==> src/rtl/dram_arb_pkg.sv <==
// Shared types and defaults for the data-DRAM arbiter.
package dram_arb_pkg;

  typedef enum logic {
    ARB_UNLOCKED = 1'b0,
    ARB_LOCKED   = 1'b1
  } arb_state_e;

  typedef enum logic [1:0] {
    GNT_NONE = 2'd0,
    GNT_CPU  = 2'd1,
    GNT_EXT  = 2'd2
  } gnt_owner_e;

  localparam int MAX_WAIT_DEF     = 4;
  localparam int LOCK_TIMEOUT_DEF = 16;

endpackage

==> src/rtl/sat_counter.sv <==
// Up-counter that saturates at LIMIT; clr has priority over inc.
// Registered output, no backpressure.
module sat_counter #(
  parameter int W     = 4,
  parameter int LIMIT = 4
) (
  input  logic         clk,
  input  logic         rst,
  input  logic         inc,
  input  logic         clr,
  output logic [W-1:0] cnt
);

  localparam logic [W-1:0] LIM = W'(LIMIT);

  always_ff @(posedge clk or posedge rst) begin
    if (rst) begin
      cnt <= '0;
    end else if (clr) begin
      cnt <= '0;
    end else if (inc && (cnt < LIM)) begin
      cnt <= cnt + 1'b1;
    end
  end

endmodule

==> src/rtl/dram_arbiter.sv <==
// Shares the data DRAM port between the CPU MEM stage and an external master.
// Zero-cycle grant; ext read data returns registered one cycle after its grant.
module dram_arbiter
  import dram_arb_pkg::*;
#(
  parameter int AW           = 14,
  parameter int MAX_WAIT     = MAX_WAIT_DEF,
  parameter int LOCK_TIMEOUT = LOCK_TIMEOUT_DEF
) (
  input  logic          clk,
  input  logic          rst,
  input  logic          cpu_req,
  input  logic          cpu_we,
  input  logic [AW-1:0] cpu_addr,
  input  logic [31:0]   cpu_wdata,
  output logic [31:0]   cpu_rdata,
  output logic          cpu_stall,
  input  logic          ext_req,
  input  logic          ext_we,
  input  logic          ext_lock,
  input  logic [AW-1:0] ext_addr,
  input  logic [31:0]   ext_wdata,
  output logic          ext_gnt,
  output logic          ext_rvalid,
  output logic [31:0]   ext_rdata,
  output logic          locked,
  output logic [AW-1:0] mem_a,
  output logic          mem_we,
  output logic [31:0]   mem_din,
  input  logic [31:0]   mem_spo
);

  localparam logic [3:0] WAIT_LIM  = 4'(MAX_WAIT);
  localparam logic [7:0] IDLE_LAST = 8'(LOCK_TIMEOUT - 1);

  arb_state_e state, state_nxt;
  gnt_owner_e owner;
  logic [3:0] wait_cnt;
  logic [7:0] idle_cnt;

  always_ff @(posedge clk or posedge rst) begin
    if (rst) begin
      state <= ARB_UNLOCKED;
    end else begin
      state <= state_nxt;
    end
  end

  // The idle timeout fires on the cycle whose idle increment would reach LOCK_TIMEOUT.
  always_comb begin
    state_nxt = state;
    case (state)
      ARB_UNLOCKED: begin
        if (owner == GNT_EXT && ext_lock) state_nxt = ARB_LOCKED;
      end
      ARB_LOCKED: begin
        if (owner == GNT_EXT && !ext_lock) begin
          state_nxt = ARB_UNLOCKED;
        end else if (!ext_req && idle_cnt == IDLE_LAST) begin
          state_nxt = ARB_UNLOCKED;
        end
      end
      default: state_nxt = ARB_UNLOCKED;
    endcase
  end

  always_comb begin
    owner = GNT_NONE;
    case (state)
      ARB_UNLOCKED: begin
        if (ext_req && (!cpu_req || wait_cnt == WAIT_LIM)) begin
          owner = GNT_EXT;
        end else if (cpu_req) begin
          owner = GNT_CPU;
        end
      end
      ARB_LOCKED: begin
        if (ext_req) owner = GNT_EXT;
      end
      default: owner = GNT_NONE;
    endcase
  end

  assign ext_gnt   = (owner == GNT_EXT);
  assign cpu_stall = cpu_req && (owner != GNT_CPU);
  assign locked    = (state == ARB_LOCKED);
  assign cpu_rdata = mem_spo;

  always_comb begin
    mem_a   = cpu_addr;
    mem_we  = 1'b0;
    mem_din = '0;
    case (owner)
      GNT_EXT: begin
        mem_a   = ext_addr;
        mem_we  = ext_we;
        mem_din = ext_wdata;
      end
      GNT_CPU: begin
        mem_we  = cpu_we;
        mem_din = cpu_wdata;
      end
      default: ;
    endcase
  end

  sat_counter #(.W(4), .LIMIT(MAX_WAIT)) u_wait_cnt (
    .clk (clk),
    .rst (rst),
    .inc (ext_req && !ext_gnt),
    .clr (ext_gnt || !ext_req),
    .cnt (wait_cnt)
  );

  sat_counter #(.W(8), .LIMIT(LOCK_TIMEOUT)) u_idle_cnt (
    .clk (clk),
    .rst (rst),
    .inc ((state == ARB_LOCKED) && !ext_req),
    .clr (ext_req || (state_nxt != ARB_LOCKED)),
    .cnt (idle_cnt)
  );

  always_ff @(posedge clk or posedge rst) begin
    if (rst) begin
      ext_rvalid <= 1'b0;
      ext_rdata  <= '0;
    end else begin
      ext_rvalid <= ext_gnt && !ext_we;
      if (ext_gnt && !ext_we) ext_rdata <= mem_spo;
    end
  end

endmodule

==> config.mk <==
export PLATFORM = sky130hd
export DESIGN_NAME = dram_arbiter
export DESIGN_NICKNAME = d
export VERILOG_FILES = /design/src/rtl/dram_arb_pkg.sv /design/src/rtl/sat_counter.sv /design/src/rtl/dram_arbiter.sv
export SDC_FILE = /design/constraint.sdc
export NUM_CORES = 1
export LEC_CHECK = 0
export ABC_CLOCK_PERIOD_IN_PS = 2690
export CORE_MARGIN = 2
export CORE_UTILIZATION = 31
export DETAILED_ROUTE_END_ITERATION = 12
export PLACE_DENSITY = 0.81
export SETUP_SLACK_MARGIN = 0.05
export SLEW_MARGIN = 20
export SYNTH_ARGS = -nofsm -noshare
export SYNTH_HDL_FRONTEND = slang
export SYNTH_SLANG_ARGS = --single-unit
==> constraint.sdc <==
create_clock -name clk -period 2.69 [get_ports clk]
set_input_delay 0.538 -clock clk [delete_from_list [all_inputs] [get_ports clk]]
set_output_delay 0.538 -clock clk [all_outputs]
set_load 0.01 [all_outputs]
Word level (Yosys, flattened, before mapping)
Index checks and enable logic that the tools add are counted.
{ "totals": {"register_bits": 46} }
{ "classes": {"n_addsub": 2, "reduce_logical": 20, "mux": 15, "n_eq_ne": 5, "bitwise": 2, "n_lt_le_gt_ge": 2} }
{ "op_table": {"columns": ["op", "count"], "rows": [
  ["32-bit one-hot mux with 2 select lines", 1],
  ["8-bit 2-to-1 mux", 2],
  ["14-bit 2-to-1 mux", 1],
  ["1-bit logical AND", 10],
  ["8-bit by 1-bit adder with 8-bit output, second input constant", 1],
  ["8-bit by 4-bit equality test with 1-bit output, second input constant", 1],
  ["8-bit by 5-bit less-than comparator with 1-bit output, second input constant", 1],
  ["4-bit 2-to-1 mux", 2],
  ["1-bit logical NOT", 5],
  ["4-bit by 1-bit adder with 4-bit output, second input constant", 1],
  ["4-bit by 3-bit equality test with 1-bit output, second input constant", 1],
  ["4-bit by 3-bit less-than comparator with 1-bit output, second input constant", 1],
  ["1-bit 2-to-1 mux", 4],
  ["2-bit 2-to-1 mux", 2],
  ["1-bit one-hot mux with 2 select lines", 2],
  ["2-bit one-hot mux with 2 select lines", 1],
  ["2-bit nonzero test", 2],
  ["1-bit logical OR", 3],
  ["2-bit by 1-bit equality test with 1-bit output, second input constant", 1],
  ["2-bit equality test, second input constant", 1],
  ["2-bit by 1-bit != test with 1-bit output, second input constant", 1],
  ["1-bit NOT", 2]
]} }

Depth between registers and ports, before layout
Gate-level depths: netlist (run 1).
{ "logic_depth": {"depth_word": 12, "depth_mapped": 10, "mapped_depth_nobuf": 8} }

Cells and area by module
Synthesis (run 1) repeated with hierarchy kept, for this count alone.
{ "hier_totals": {"hier_cells": 266, "hier_area_um2": 2915.3} }
{ "by_module_without_submodules": {"columns": ["mod", "cells_per_inst", "instances", "area_each_um2"], "rows": [
  ["dram_arbiter", 217, 1, 2339.7],
  ["sat_counter at u_idle_cnt", 32, 1, 374.1],
  ["sat_counter at u_wait_cnt", 17, 1, 201.4]
]} }

Worst setup path before layout (run 1)
OpenSTA, ideal clock, no wires.
{ "synth_path": {"path_kind": "input-to-output", "from": "input ext_req", "to": "output mem_din[29]", "slack_ns": -0.091, "arrival_ns": 2.243, "required_ns": 2.152, "cell_stages": 8, "path_cell_list": "clkbuf_1 > o21a_1 > ha_1 > clkbuf_1 > buf_1 > clkbuf_1 > a22oi_1 > nor2_1"} }
{ "synth_between": {"elab_chain_len": 5} }
{ "synth_lines": {"columns": ["item", "line", "source"], "rows": [
  ["from (decl)", "dram_arbiter.sv:18", "input logic ext_req,"],
  ["1-bit logical AND", "dram_arbiter.sv:71", "if (ext_req && (!cpu_req || wait_cnt == WAIT_LIM)) begin"],
  ["2-bit 2-to-1 mux", "dram_arbiter.sv:71", null],
  ["2-bit one-hot mux with 2 select lines (*)", "dram_arbiter.sv:69", "case (state)"],
  ["2-bit equality test (*)", null, null],
  ["via ext_gnt", "dram_arbiter.sv:23", "output logic ext_gnt,"],
  ["32-bit one-hot mux with 2 select lines (*)", "dram_arbiter.sv:93", "case (owner)"],
  ["to (decl)", "dram_arbiter.sv:29", "output logic [31:0] mem_din,"]
]} }
The timed path passes the listed nets; every way through them passes the cells marked *.

Worst setup path in the final report (run 1)
{ "layout_path": {"from": "register u_wait_cnt.cnt[0]", "to": "output mem_din[4]"} }
{ "layout_between": {"elab_chain_len": 7} }
{ "layout_lines": {"columns": ["item", "line", "source"], "rows": [
  ["from (decl)", "sat_counter.sv:11", "output logic [W-1:0] cnt"],
  ["from (signal assigned)", "sat_counter.sv:22", "cnt <= cnt + 1'b1;"],
  ["4-bit by 3-bit equality test with 1-bit output (*)", "dram_arbiter.sv:71", null],
  ["1-bit logical OR (*)", "dram_arbiter.sv:71", null],
  ["1-bit logical AND (*)", "dram_arbiter.sv:71", null],
  ["2-bit 2-to-1 mux (*)", "dram_arbiter.sv:71", null],
  ["2-bit one-hot mux with 2 select lines (*)", "dram_arbiter.sv:69", null],
  ["2-bit by 1-bit equality test with 1-bit output or 2-bit equality test (tied branches)", "dram_arbiter.sv:93", null],
  ["32-bit one-hot mux with 2 select lines (*)", "dram_arbiter.sv:93", null]
]} }
Mark *: on every way between the ends. The rest lies on a longest branch, timed or not.

==> flow_metrics.tcl, run 1 <==
set metrics [dict create \
    core_area_um2 8640 \
    async_flop_share_pct 100 \
    grt_max_degree 47 \
    cp.arrival_ns 2.15 \
    cp_common_cell "ha_4" \
    synth_top_area_share_pct 42.2 \
    yosysWarnings 0 \
    rows 34 \
    critPathMaxStageDelay_ns 0.40 \
    finalSetupViolCount 0 \
    status "finished, final reports clean" \
    post-synth-top-area-cell "dfrtp_1" \
    fin_worst_skew_ns 0.00605 \
    grt_pass1_vias 3108 \
    worstHoldPathType "register to register" \
    place_congestion 0.781 \
    chipHeight_um 97.8 \
    drc 0 \
    setup_ws_ns 0.00356 \
    power_frac_seq_pct 27.7 \
    synthFlopType "dfrtp_1" \
    synth_area_leaders "dfrtp_1 42%, mux2_2 18%, a22oi_1 9.1%" \
    syn_inst 268 \
    cts_tree "done" \
    cts.clk_slew.worst_paths_ns 0.09 \
    worstMarginPinSlew_ns 0.572 \
    area_growth_pct 106 \
    floorplan.die_area_um2 9570 \
    dr_total_vias 2906 \
    cts_buffers 5 \
    hpwl_um 7680 \
    track_usage_pct 21.4 \
    cap_violations 0 \
    cts_root_buf "clkbuf_8" \
    relSlewSlack_pct 61.9 \
    place_ws_ns -0.442 \
    netlist_area_um2 2730 \
    vdd_drop_max_uv 364 \
    antenna_found_initial 0 \
    syn-num-nets 404 \
    drt_wl_total_um 10700 \
    crit_type "register to primary output" \
    final_cell_mix "194 x clkdlybuf4s50_1, 46 x dfrtp_1, 40 x nor2_1" \
    grt_setup_unrepaired "true" \
    static-leakage-power_nw 2.36 \
    critPathCaptureType "primary output" \
    antenna_cells 0 \
    intPower_mw 2.49 \
    drive_gt1_share_pct 34.3 \
    crit_fanout 8 \
    p_per_area_nw_per_um2 645 \
    power.total_mw 3.62 \
    cts_buffer_depth 2 \
    dr.pass1.iters 4 \
    dpl-instance-area_um2 5150 \
    min_period_over_period_pct 99.9 \
    power_frac_clock_pct 17.4 \
    p_sw_mw 1.13 \
    io_buffer_count 245 \
    cts.sinks 46 \
    sw_frac_of_total_pct 31.2 \
    synth_edf_count 0 \
    start_util_pct 31.6 \
    clk-insertion-delay-late_ns 0.30 \
    layout_commonest_cell "clkdlybuf4s50_1" \
    fill_cells 690 \
    combPwrFrac_pct 54.9 \
    synth_seq_area_share_pct 42.2 \
    cp-start-kind "register" \
    viasPerCell 4.84 \
    wl_per_cell_um 17.7 \
    grt_overflow 0 \
    worstPathRequired_ns 2.15 \
    htree_levels 2 \
    holdBufCountCts 0 \
    max_freq_mhz 372 \
    synthDistinctLibCells 32 \
    crit_chain "inv_2 -> ha_4 -> and3_4 -> a21o_1 -> ha_4 -> buf_6 -> buf_16 -> a22oi_2 -> nor2_1 -> buf_2" \
    syn_avg_cell_area_um2 10.2 \
    ys_seq_elements 46 \
    drt_iter0_markers 58 \
    die_x_um 97.8 \
    finalHoldViolCount 0 \
    num-nets-final 628 \
    ant_nets 0 \
    final_max_slew_viol_count 0 \
    grt_pass1_wl_um 16400 \
    min_period_ns 2.69 \
    worst_path_max_delay_cell "dfrtp_1" \
    post-route-util_pct 65.1 \
    finalSetupTns_ns 0 \
    io-pin-count 246 \
    final_area_um2 5620 \
]
-- flip-flops by register name, indices dropped and copies added, names as in the netlist --
| signal | flops |
|---|---|
| ext_rdata | 32 |
| u_idle_cnt.cnt | 8 |
| u_wait_cnt.cnt | 4 |
| ext_rvalid | 1 |
| locked | 1 |
-- power groups by stage --
stage               logic [mW]  registers (mW)  clock network [mW]
global route              2.11            1.03               0.680
finish                    1.99            1.00               0.630
global placement          1.75            1.01                   0
detailed placement        1.78            1.02                   0
CTS                       2.03            1.01               0.644
floorplan                0.633            1.12                   0
-- final timing paths --
path	startpoint	endpoint	slack, ns	cells past startpoint
worst max register to register	u_wait_cnt.cnt[0]	ext_rdata[18]	0.41	9
max in group asynchronous	rst	ext_rdata[17]	1.61	3
worst min register to register	ext_rdata[23]	ext_rdata[23]	0.49	1
min in group asynchronous	rst	ext_rdata[6]	0.69	3
worst max-delay path	u_wait_cnt.cnt[0]	mem_din[4]	0.004	10
worst min-delay path	ext_rdata[23]	ext_rdata[23]	0.49	1
-- critical path, delay by kind of cell, from the launching register on --
family                     cells  cell delay [ns]
adders and majority gates      2             0.37
buffers and inverters          4             0.51
AOI/OAI and AO/OA              2             0.23
DFF                            1             0.40
and+or+nand+nor                2             0.34
-- cells in the mapped netlist (3+ instances only) --
master    number
mux2_2        43
a22oi_1       33
or4_1          3
nor2_1        40
a21oi_1        7
mux2_1         3
ha_1           5
inv_1          5
dfrtp_1       46
nand2b_1       3
buf_2          4
o21ai_0        4
clkbuf_1      16
buf_4         32
and2_1         3
-- cell families (layout without fill, tap and decap cells) --
| kind of cell | Yosys count | count (layout) | share of synthesized area, % |
|---|---|---|---|
| AND/OR/NAND/NOR | 61 | 61 | 10.4 |
| buffers and inverters | 58 | 283 | 12.6 |
| AO/OA/AOI/OAI | 50 | 50 | 12.9 |
| multiplexers | 47 | 47 | 19.3 |
| flip-flops | 46 | 46 | 42.2 |
| adder cells (fa/ha/maj) | 5 | 5 | 2.29 |
| XOR/XNOR | 1 | 1 | 0.321 |
-- per-layer routing --
| metal | track usage [%] | wire [um] | vias up |
|---|---|---|---|
| met5 | 0 | 0 | - |
| met4 | 5.24 | 214 | 0 |
| met3 | 6.44 | 729 | 23 |
| met2 | 37.1 | 5570 | 116 |
| met1 | 25.9 | 4140 | 1397 |
| li1 | - | - | 1370 |
-- metrics by stage --
stage | instances | hold slack, ns
floorplan | 268 | 0.469
CTS | 603 | 0.498
detailed placement | 581 | 0.478
global placement | 581 | 0.473
global route | 601 | 0.514
finish | 601 | 0.491
-- area by class of cell --
type	instances	area, um2	share of cell area [%]
multi-input combinational	164	1500	26.7
inverter	5	18.8	0.334
timing repair buffer	270	2670	47.6
tap	108	135	2.40
sequential	46	1150	20.5
clock buffer	6	82.6	1.47
clock inverter	2	60.1	1.07
-- repair_timing --
action | CTS | global route
pin swaps | 16 | 12
setup buffers | 8 | 2
resized for setup | 265 | 17
cloned | 6 | 0
endpoints found under the setup margin | 49 | 49
Note: power is estimated with default switching activity, not from simulation.
==> run 2: changes to the inputs <==
Settings changed: ABC_CLOCK_PERIOD_IN_PS 2690 to 2600.
Clock period 2.69 ns to 2.6 ns, I/O delays scaled along.
==> run 2 against run 1 <==
- the flow now finishes with violations (negative setup slack)
- utilization up 1.7 points
- cell count up 0.67%
- wire length up 0.78%
- largest power group unchanged
- die area unchanged
==> flow_metrics.tcl, run 2 (same netlist as run 1, synthesis figures left out) <==
set metrics [dict create \
    status "finished, violations left" \
    violations "negative setup slack" \
    area_growth_pct 111 \
    cap_violations 0 \
    combPwrFrac_pct 58.1 \
    viasPerCell 4.84 \
    max_freq_mhz 375 \
    grt_max_degree 47 \
    antenna_cells 0 \
    min_period_over_period_pct 103 \
    worstHoldPathType "register to register" \
    relSlewSlack_pct 62.2 \
    ant_nets 0 \
    place_congestion 0.813 \
    static-leakage-power_nw 2.46 \
    floorplan.die_area_um2 9570 \
    num-nets-final 632 \
    dr.pass1.iters 4 \
    power_frac_clock_pct 14.1 \
    critPathCaptureType "primary output" \
    worst_setup_path_startpoint "ext_req" \
    cp.arrival_ns 2.15 \
    final_max_slew_viol_count 0 \
    max_flop_register "ext_rdata" \
    place_ws_ns -0.515 \
    setup_ws_ns -0.0680 \
    cts.sinks 46 \
    reg_top3 "ext_rdata x32, u_idle_cnt.cnt x8, u_wait_cnt.cnt x4" \
    rows 34 \
    drc 0 \
    clk-insertion-delay-late_ns 0.30 \
    htree_levels 2 \
    finalSetupTns_ns -0.693 \
    power_frac_seq_pct 27.8 \
    io-pin-count 246 \
    layout_commonest_cell "clkdlybuf4s50_1" \
    dr_total_vias 2926 \
    drive_gt1_share_pct 35.0 \
    wl_per_cell_um 17.7 \
    io_buffer_count 245 \
    vdd_drop_max_uv 388 \
    sw_frac_of_total_pct 32.0 \
    cp-start-kind "primary input" \
    hold_path.startpoint "ext_rdata[22]" \
    drt_wl_total_um 10700 \
    dpl.cell_count 579 \
    cts_buffer_depth 2 \
    p_sw_mw 1.20 \
    grt_overflow 0 \
    holdBufCountCts 0 \
    post-route-util_pct 66.8 \
    cts_root_buf "clkbuf_8" \
    hpwl_um 7420 \
    intPower_mw 2.56 \
    hold_ws_ns 0.488 \
    p_per_area_nw_per_um2 652 \
    r2r_start "u_wait_cnt.cnt[0]" \
    grt_pass1_vias 3082 \
    chipHeight_um 97.8 \
    crit_type "primary input to primary output" \
    min_period_ns 2.67 \
    grt_setup_unrepaired "true" \
    start_util_pct 31.6 \
    worstMarginPinSlew_ns 0.567 \
    crit_fanout 5 \
    cts_buffers 5 \
    fin_worst_skew_ns 0.00823 \
    drt_iter0_markers 113 \
    finalSetupViolCount 33 \
    cts_tree "done" \
    track_usage_pct 20.6 \
    worstPathRequired_ns 2.08 \
    core_area_um2 8640 \
    largest_reg_flops 32 \
    cts.clk_slew.worst_paths_ns 0.08 \
    finalNonFillerCells 605 \
    antenna_found_initial 0 \
    finalHoldViolCount 0 \
    final_cell_mix "195 x clkdlybuf4s50_1, 46 x dfrtp_1, 37 x nor2_1" \
    grt_pass1_wl_um 15900 \
    die_x_um 97.8 \
]
## run 2: changes by cell type in the layout (fill, tap and decap cells not counted), moves of 3 or more
| cell | before | now |
|---|---|---|
| mux2_4 | 14 | 32 |
| mux2_2 | 29 | 13 |
| buf_6 | 20 | 16 |
| clkbuf_16 | 0 | 4 |
| buf_12 | 7 | 10 |
| nor2_1 | 40 | 37 |
| nor2_2 | 0 | 3 |
## run 2: metrics by stage
stage	power, mW	instance area, um2
2_1_floorplan	1.81	2730
3_3_place_gp	2.85	5150
3_5_place_dp	2.89	5150
4_1_cts	3.62	5540
5_1_grt	3.98	5770
6_report	3.76	5770
## run 2: final timing paths
path / to / slack [ns] / cells after the start
setup / recovery: mem_din[5] / -0.07 / 8
hold / removal: ext_rdata[22] / 0.49 / 1
setup reg to reg: ext_rdata[0] / 0.07 / 12
hold reg to reg: ext_rdata[22] / 0.49 / 1
max in group asynchronous: ext_rdata[21] / 1.52 / 3
min in group asynchronous: ext_rdata[27] / 0.69 / 3
## run 2: area by class of cell
class,instances,area (um2)
repair buffers,274,2780
fillers,644,2870
flip-flops and latches,46,1150
inverters,5,18.8
clock buffers,6,72.6
well taps,108,135
clock inverters,2,37.5
multi-input cells,164,1580
## run 2: power by group through the flow
| stage | logic, mW | registers (mW) | clock network [mW] |
|---|---|---|---|
| after global routing | 2.32 | 1.07 | 0.581 |
| after global placement | 1.81 | 1.04 | 0 |
| final | 2.19 | 1.05 | 0.530 |
| after floorplan | 0.656 | 1.16 | 0 |
| after CTS | 2.04 | 1.04 | 0.545 |
| after detailed placement | 1.84 | 1.05 | 0 |
## run 2: per-layer routing
| metal | track usage [%] | part of all wire, % | routed length (um) |
|---|---|---|---|
| met4 | 4.38 | 1.5 | 161 |
| met3 | 4.15 | 5.3 | 565 |
| met5 | 0 | 0 | 0 |
| met1 | 24.4 | 39 | 4190 |
| met2 | 38.2 | 54 | 5820 |
## run 2: timing repair
| action | CTS | global route |
|---|---|---|
| cloned | 4 | 4 |
| buffers inserted | 7 | 4 |
| pin swaps | 11 | 16 |
| gates resized for setup | 261 | 29 |
| endpoints found under the setup margin | 49 | 65 |
## run 2: critical path, cell delays in order
cell and delay (ns):
clkdlybuf4s50_1 0.57, o21a_1 0.21, ha_4 0.22, buf_12 0.15, buf_16 0.12, a22oi_2 0.07
nor2_1 0.14, buf_2 0.16
==> run 3: changes to the inputs <==
Settings changed: SKIP_LAST_GASP set to 1.
==> run 3 against run 2 <==
- the run still ends with negative setup slack left
- cell count decreased by 0.17%
- count of clock-buffer cells in the layout unchanged
- final area decreased by 2.0%
- combinational power decreased by 5%
- non-clock buffer count decreased by 1
- utilization decreased by 1.3 points
- clock skew about the same
- total power decreased by 3.3%
- first-iteration DRC count decreased by 6.2%
- sequential share of layout area increased by 0.40 points
- critical path type unchanged
- largest power group unchanged
==> flow_metrics.tcl, run 3 (same netlist as run 1, synthesis figures left out) <==
set metrics [dict create \
    grt_use_met2_pct 37.0 \
    rows 34 \
    final_area_um2 5660 \
    r2r_start "u_wait_cnt.cnt[1]" \
    crit_chain "clkdlybuf4s50_1 -> o21a_1 -> ha_4 -> buf_12 -> buf_16 -> a22oi_2 -> nor2_1 -> buf_2" \
    reg2reg_depth 12 \
    grt_overflow 0 \
    drive_gt1_share_pct 33.9 \
    hpwl_um 7420 \
    status "finished, violations left" \
    power.total_mw 3.64 \
    place_ws_ns -0.515 \
    critPathMaxStageDelay_ns 0.57 \
    relSlewSlack_pct 62.2 \
    start_util_pct 31.6 \
    viasPerCell 4.82 \
    floorplan.die_area_um2 9570 \
    holdBufCountCts 0 \
    static-leakage-power_nw 2.38 \
    place_congestion 0.813 \
    crit_fanout 5 \
    grt_setup_unrepaired "true" \
    cts_tree "done" \
    cts_root_buf "clkbuf_8" \
    drt_wl_total_um 10400 \
    layout_commonest_cell "clkdlybuf4s50_1" \
    chipHeight_um 97.8 \
    io-pin-count 246 \
    r2r_end "ext_rdata[28]" \
    crit_type "primary input to primary output" \
    drt_iter0_markers 106 \
    die_x_um 97.8 \
    final_cell_mix "195 x clkdlybuf4s50_1, 46 x dfrtp_1, 37 x nor2_1" \
    io_buffer_count 245 \
    finalHoldViolCount 0 \
    antenna_cells 0 \
    critPathCaptureType "primary output" \
    area_growth_pct 107 \
    cp-start-kind "primary input" \
    ant_nets 0 \
    final_max_slew_viol_count 0 \
    grt_use_met3_pct 4.08 \
    min_period_over_period_pct 103 \
    grt_pass1_wl_um 15600 \
    finalSetupViolCount 29 \
    largest_reg_flops 32 \
    dpl-instance-area_um2 5150 \
    cp.arrival_ns 2.15 \
    worstHoldPathType "register to register" \
    setup_ws_ns -0.0698 \
    cts.clk_slew.worst_paths_ns 0.08 \
    grt.busiest_layer "met2" \
    antenna_found_initial 0 \
    clk-insertion-delay-late_ns 0.29 \
    cts.sinks 46 \
    cap_violations 0 \
    grt_use_met1_pct 24.2 \
    p_per_area_nw_per_um2 644 \
    htree_levels 2 \
    cts_buffer_depth 2 \
    worst_setup_path_startpoint "ext_req" \
    dr_total_vias 2913 \
    reg_top3 "ext_rdata x32, u_idle_cnt.cnt x8, u_wait_cnt.cnt x4" \
    min_period_ns 2.67 \
    cts_buffers 5 \
    vdd_drop_max_uv 368 \
    setup.worst_path.end "mem_din[5]" \
    worstPathRequired_ns 2.08 \
    max_freq_mhz 375 \
    max_flop_register "ext_rdata" \
    worstMarginPinSlew_ns 0.567 \
    fin_worst_skew_ns 0.00837 \
    violations "negative setup slack" \
    dr.pass1.iters 5 \
    drc 0 \
    grt_max_degree 47 \
    core_area_um2 8640 \
    track_usage_pct 20.1 \
    grt_pass1_vias 3047 \
    num-nets-final 631 \
    wl_per_cell_um 17.3 \
    r2r_slack_ns 0.08 \
    worst_path_max_delay_cell "clkdlybuf4s50_1" \
]
==> run 3: layout make-up <==
cell class | count | area [um2]
fill | 668 | 2980
multi-input combinational | 164 | 1490
tap | 108 | 135
inverter | 5 | 18.8
timing repair buffer | 273 | 2750
clock buffer | 6 | 72.6
sequential | 46 | 1150
clock inverter | 2 | 37.5
==> run 3: metrics by stage <==
step           util, %  setup TNS [ns]  cells  hold slack [ns]
2_1_floorplan        -               0    268            0.469
6_report          65.5          -0.530    604            0.488
3_3_place_gp      59.6          -16.62    579            0.470
4_1_cts           63.7          -0.769    598            0.494
5_1_grt           65.5           -4.33    604            0.510
3_5_place_dp      59.6          -19.10    579            0.475
==> run 3: timing repair <==
action | in CTS | in global routing
cloned | 4 | 4
gates resized for setup | 251 | 16
buffers inserted | 7 | 4
pin swaps | 9 | 19
setup endpoints to repair | 49 | 54
==> run 3: how the worst min path moves through the flow <==
| stage | startpoint | cells past startpoint | to |
|---|---|---|---|
| 6_report | ext_rdata[22] | 1 | ext_rdata[22] |
| 5_1_grt | ext_rdata[23] | 1 | ext_rdata[23] |
| 4_1_cts | ext_rdata[22] | 1 | ext_rdata[22] |
| 3_5_place_dp | ext_rdata[22] | 1 | ext_rdata[22] |
| 3_3_place_gp | ext_rdata[22] | 1 | ext_rdata[22] |
| 2_1_floorplan | u_idle_cnt.cnt[6] | 1 | u_idle_cnt.cnt[6] |
==> run 3: worst max-delay path, delay by kind of cell <==
family                     cells  cell delay [ns]
and+or+nand+nor                1             0.14
AOI/OAI and AO/OA              2             0.27
buffers and inverters          4             0.99
adders and majority gates      1             0.22
==> run 3: power breakdown <==
| part | internal (mW) | switching (mW) | total, mW |
|---|---|---|---|
| Clock | 0.287 | 0.239 | 0.526 |
| Sequential | 0.933 | 0.102 | 1.03 |
| Combinational | 1.26 | 0.823 | 2.08 |
==> run 3: layer usage <==
metal	up-vias	share of wire, %
met4	0	1.5
met1	1387	39
met3	17	6.1
met2	137	54
met5	-	0
li1	1372	-
==> RTL change 1, RTL diff (config.mk and constraints of run 2) <==
Make the reset (`rst`) synchronous in 3 clocked blocks.
--- a/src/rtl/sat_counter.sv
+++ b/src/rtl/sat_counter.sv
@@ -13,7 +13,7 @@
 
   localparam logic [W-1:0] LIM = W'(LIMIT);
 
-  always_ff @(posedge clk or posedge rst) begin
+  always_ff @(posedge clk) begin
     if (rst) begin
       cnt <= '0;
     end else if (clr) begin
--- a/src/rtl/dram_arbiter.sv
+++ b/src/rtl/dram_arbiter.sv
@@ -38,7 +38,7 @@
   logic [3:0] wait_cnt;
   logic [7:0] idle_cnt;
 
-  always_ff @(posedge clk or posedge rst) begin
+  always_ff @(posedge clk) begin
     if (rst) begin
       state <= ARB_UNLOCKED;
     end else begin
@@ -120,7 +120,7 @@
     .cnt (idle_cnt)
   );
 
-  always_ff @(posedge clk or posedge rst) begin
+  always_ff @(posedge clk) begin
     if (rst) begin
       ext_rvalid <= 1'b0;
       ext_rdata  <= '0;
Function: differs if rst is asserted again (counterexample within 4 cycles, from zero or initial values and one cycle with rst high); with rst held inactive, the same outputs for 10 cycles.
==> RTL change 1 against run 2 <==
The flow still finishes with violations (setup timing). Final area is 5.9% lower. Sequential cell count stayed put. Via count increased by 12%. Setup slack better by 27 ps. Synthesized area fell by 5.9%. Routed wire length increased by 6.3%. Largest cell class unchanged.
Power is not compared: it rests on default switching activity, and its combinational part moved more than twofold at a synthesized area within 25%.
==> RTL change 1: results (changes against run 2) <==
setup_path:
  worst-path-max-fanout: 15  # +10
  critPathCapture: "mem_din[22]"
  arrival_ps: 2120  # -30 ps
  r2r-end: "ext_rdata[11]"
  r2r_setup_slack_ps: 420  # +350 ps
  crit_start: "u_wait_cnt.cnt[0]"
  worst_path_max_delay_cell: "dfxtp_2"
  r2r_cells: 12  # unchanged
  max_stage_delay_ps: 340  # -230 ps
sta:
  fin_ws_ps: -40.7  # +27.3 ps
  relSlewSlack_pct: 63.1  # +0.87 points
  setup_viol: 9  # -73%
  fin_skew_ps: 5.82  # -2.40 ps
worst_hold_path:
  hold_path_startpoint: "u_idle_cnt.cnt[7]"
  hold_depth: 2  # +1
  worstHoldEndpoint: "u_idle_cnt.cnt[7]"
logic_synthesis:
  synth_commonest_cells: "nand2_1 (68), dfxtp_1 (46), nor2_1 (42)"
  yosysWarnings: 0  # unchanged
  yosysSeqAreaShare_pct: 35.8  # -6.3 points
  async_reset_ff_share_pct: 0  # -100 points
  yosysMostFrequentCell: "nand2_1"
  synth-main-ff-cell: "dfxtp_1"
  synth_area_leaders: "dfxtp_1 (36%), nand2_1 (9.9%), a22oi_1 (9.6%)"
  synth_area_mm2: 0.00257  # -5.9%
  synthCells: 343  # +28%
  yosysUniqueCellTypes: 31  # -3.1%
  syn-num-nets: 479  # +19%
layout:
  drive_above_1_share_pct: 25.2  # -9.8 points
  antenna_cells: 0  # unchanged
  fillers: 650  # +0.93%
  nNetsFinal: 699  # +11%
  post_layout_nonfiller_instances: 669  # +11%
  top_regs: "ext_rdata: 32 flops, u_idle_cnt.cnt: 8 flops, u_wait_cnt.cnt: 4 flops"
route:
  wl_met2_um: 5970  # +2.7%
  routed_wl_um: 11400  # +6.3%
  met1_length_um: 4160  # -0.91%
  drt_iter0_drc: 70  # -38%
  vias: 3283  # +12%
  met3WireLength_um: 959  # +70%
  firstDrtPassIters: 5  # +1
grt:
  use_met2_pct: 42.1  # +3.9 points
  antenna_found_initial: 0  # unchanged
  grtUsageMet1_pct: 24.3  # -0.094 points
  grt_pass1_wl_um: 16300  # +2.7%
  met3_usage_pct: 6.25  # +2.1 points
  grt_pass1_vias: 3176  # +3.0%
  grt_use_total_pct: 23.1  # +2.5 points
  grt_max_degree: 34  # -28%
run_status:
  outcome: "finished with violations"
  violations: "setup timing"
clock_tree:
  clk_path_buf_depth: 2  # unchanged
  clk_pin_slew_worst_paths_ps: 80  # about the same
  cts_made_buffers: 5  # unchanged
placed_design:
  numPortBuffers: 245  # unchanged
  gp_congestion: 0.842  # +3.6%
  dp.final_hpwl_um: 8220  # +11%
  place_inst: 647  # +12%
power_and_ir_drop:
  leakage_nw: 2.04
  power_frac_comb_pct: 37.9
==> RTL change 1: cell types whose count changed after synthesis, sizes merged, moves of 4 or more <==
| cell | change |
|---|---|
| and2 | -4 |
| dfxtp | +46 |
| a21oi | +31 |
| mux2 | -31 |
| clkbuf | +8 |
| nand2 | +66 |
| dfrtp | -46 |
==> RTL change 1: through the flow <==
stage / utilization, % / worst slack, ps / area (um2) / hold slack, ps / TNS (ps)
6_report: 66.8 / -40.7 / 5430 / 449 / -106
5_1_grt: 66.8 / -133 / 5430 / 474 / -2070
4_1_cts: 65.1 / -62.8 / 5290 / 451 / -168
3_5_place_dp: 61.3 / -503 / 4980 / 438 / -20270
3_3_place_gp: 61.3 / -432 / 4980 / 430 / -16810
2_1_floorplan: - / 89.5 / 2570 / 422 / 0
==> RTL change 1: cell type report <==
cell class / count / share of cell area (%)
clock inverter: 1 / 0.553
timing repair buffer: 271 / 49.9
multi-input combinational: 232 / 28.2
sequential: 46 / 17.0
tap: 105 / 2.42
inverter: 7 / 0.484
clock buffer: 7 / 1.41
==> RTL change 1: logic make-up after synthesis <==
family                   synth area share (%)
AND/OR/NAND/NOR                          21.4
AO/OA/AOI/OAI                            19.2
buffers and inverters                    14.2
flip-flops                               35.8
multiplexers                             6.57
adder cells (fa/ha/maj)                  2.43
XOR/XNOR                                0.341
==> RTL change 1: repair_timing <==
| action | 4_1_cts | 5_1_grt |
|---|---|---|
| buffers inserted | 6 | 2 |
| gates cloned | 4 | 2 |
| pin swaps | 14 | 26 |
| resized for setup | 222 | 45 |
| setup endpoints to repair | 49 | 47 |
==> RTL change 1: worst max-delay path, delay by kind of cell (launching register included) <==
kind                       cells  cell delay, ps
AOI/OAI and AO/OA              2             420
adders and majority gates      2             360
buffers and inverters          3             430
DFF                            1             340
and+or+nand+nor                2             270
==> RTL change 2, RTL diff (settings of run 2) <==
Without the edit above. The parameter `AW` goes from 14 to 13.
--- a/src/rtl/dram_arbiter.sv
+++ b/src/rtl/dram_arbiter.sv
@@ -3,7 +3,7 @@
 module dram_arbiter
   import dram_arb_pkg::*;
 #(
-  parameter int AW           = 14,
+  parameter int AW           = 13,
   parameter int MAX_WAIT     = MAX_WAIT_DEF,
   parameter int LOCK_TIMEOUT = LOCK_TIMEOUT_DEF
 ) (
Ports: changed (resized cpu_addr, ext_addr and mem_a); port bits go from 246 to 243. No check against the original RTL was run, so the function may have changed too.
==> RTL change 2 against run 2 <==
Power down 5.2%. Core utilization shrank 3.3 points. The run still ends with setup timing left. Final area down 5.4%. Sequential cell count is the same. Global-route usage fell by 1.5 points. Via count is 1.3% lower. Register-to-register slack better by 120 ps. Setup slack improved by 35 ps. Routed wire length down 4.7%. Synthesized area down 0.60%. Synthesized cell count shrank 0.75%. Worst hold slack improved by 20 ps.
==> RTL change 2: results (changes against run 2) <==
logic_synthesis:
  synth_compound_area_share_pct: 13.0  # +0.077 points
  synthXorXnorAreaFrac_pct: 0.323  # +0.0019 points
  syn_avg_cell_area_um2: 10.2  # +0.15%
  synth_area_leaders: "dfrtp_1 (42%), mux2_2 (19%), a22oi_1 (9.1%)"
  synth-adder-area-share_pct: 2.31  # +0.014 points
  synth_commonest_cells: "dfrtp_1 (46), mux2_2 (45), nor2_1 (40)"
  syn-num-nets: 400  # -0.99%
run_status:
  outcome: "finished with violations"
  violations: "setup timing"
sta:
  timing.fmax_mhz: 380  # +1.3%
  fin_skew_ps: 4.27  # -3.96 ps
  worstMarginPinSlew_ps: 557  # -10.0 ps
  fin_ws_ps: -33.5  # +34.5 ps
  final.setup.tns_ps: -211  # +482 ps
  setup_viol: 10  # -70%
grt:
  grt_pass1_wl_um: 14900  # -6.0%
  grt_pass1_vias: 2899  # -5.9%
  grt_max_degree: 34  # -28%
  antenna_found_initial: 0  # unchanged
  grt_use_total_pct: 19.1  # -1.5 points
power_and_ir_drop:
  swShare_pct: 31.5  # -0.46 points
  ir_worst_vdd_v: 0.000335  # -13%
  leakage_nw: 2.29  # -6.9%
layout:
  post_layout_nonfiller_instances: 599  # -0.99%
  drive_above_1_share_pct: 33.6  # -1.4 points
placed_design:
  numPortBuffers: 242  # -1.2%
  dpl_cell_area_mm2: 0.00510  # -1.0%
  gp_congestion: 0.838  # +3.1%
  place_ws_ps: -443  # +72.2 ps
  dp.final_hpwl_um: 7450  # +0.52%
setup_path:
  worst_path_max_delay_cell: "dfrtp_1"
  worst-path-max-fanout: 9  # +4
  max_stage_delay_ps: 390  # -180 ps
route:
  via_per_inst: 4.82  # -0.34%
  routedWlPerCell_um: 17.1  # -3.8%
clock_tree:
  htreeDepth: 2  # unchanged
-- RTL change 2: area by class of cell --
| class | count | share of cell area (%) |
|---|---|---|
| Clock inverter | 1 | 0.550 |
| Timing Repair Buffer | 270 | 48.1 |
| Inverter | 5 | 0.344 |
| Sequential cell | 46 | 21.1 |
| Tap cell | 108 | 2.48 |
| Clock buffer | 6 | 1.51 |
| Multi-Input combinational cell | 163 | 25.9 |
-- RTL change 2: what timing repair did --
action	CTS	global route
hold buffers	0	0
resized for setup	204	51
endpoints found under the setup margin	48	47
cloned	1	3
pin swaps	3	10
buffers inserted	3	7
-- RTL change 2: per-layer routing --
metal / global-route usage [%] / part of all wire (%) / up-vias
li1: - / - / 1359
met1: 22.9 / 39 / 1390
met2: 34.7 / 53 / 113
met3: 4.10 / 4.6 / 25
met4: 4.70 / 2.7 / 0
met5: 0 / 0 / -
-- RTL change 2: power groups by stage --
stage / clock, W / combinational [W] / sequential [W]
global placement: 0 / 0.00178 / 0.00104
floorplan: 0 / 0.000652 / 0.00116
global route: 0.000587 / 0.00212 / 0.00107
detailed placement: 0 / 0.00181 / 0.00106
CTS: 0.000555 / 0.00188 / 0.00105
finish: 0.000528 / 0.00200 / 0.00104
-- RTL change 2: final timing paths --
path / start / end / slack [ps] / depth (start not counted)
max: u_wait_cnt.cnt[0] / mem_din[28] / -30 / 10
min: ext_rdata[27] / ext_rdata[27] / 510 / 1
max reg2reg: u_wait_cnt.cnt[0] / u_idle_cnt.cnt[3] / 190 / 11
min reg2reg: ext_rdata[27] / ext_rdata[27] / 510 / 1
max in group asynchronous: rst / ext_rdata[15] / 1400 / 3
min in group asynchronous: rst / ext_rdata[22] / 620 / 2
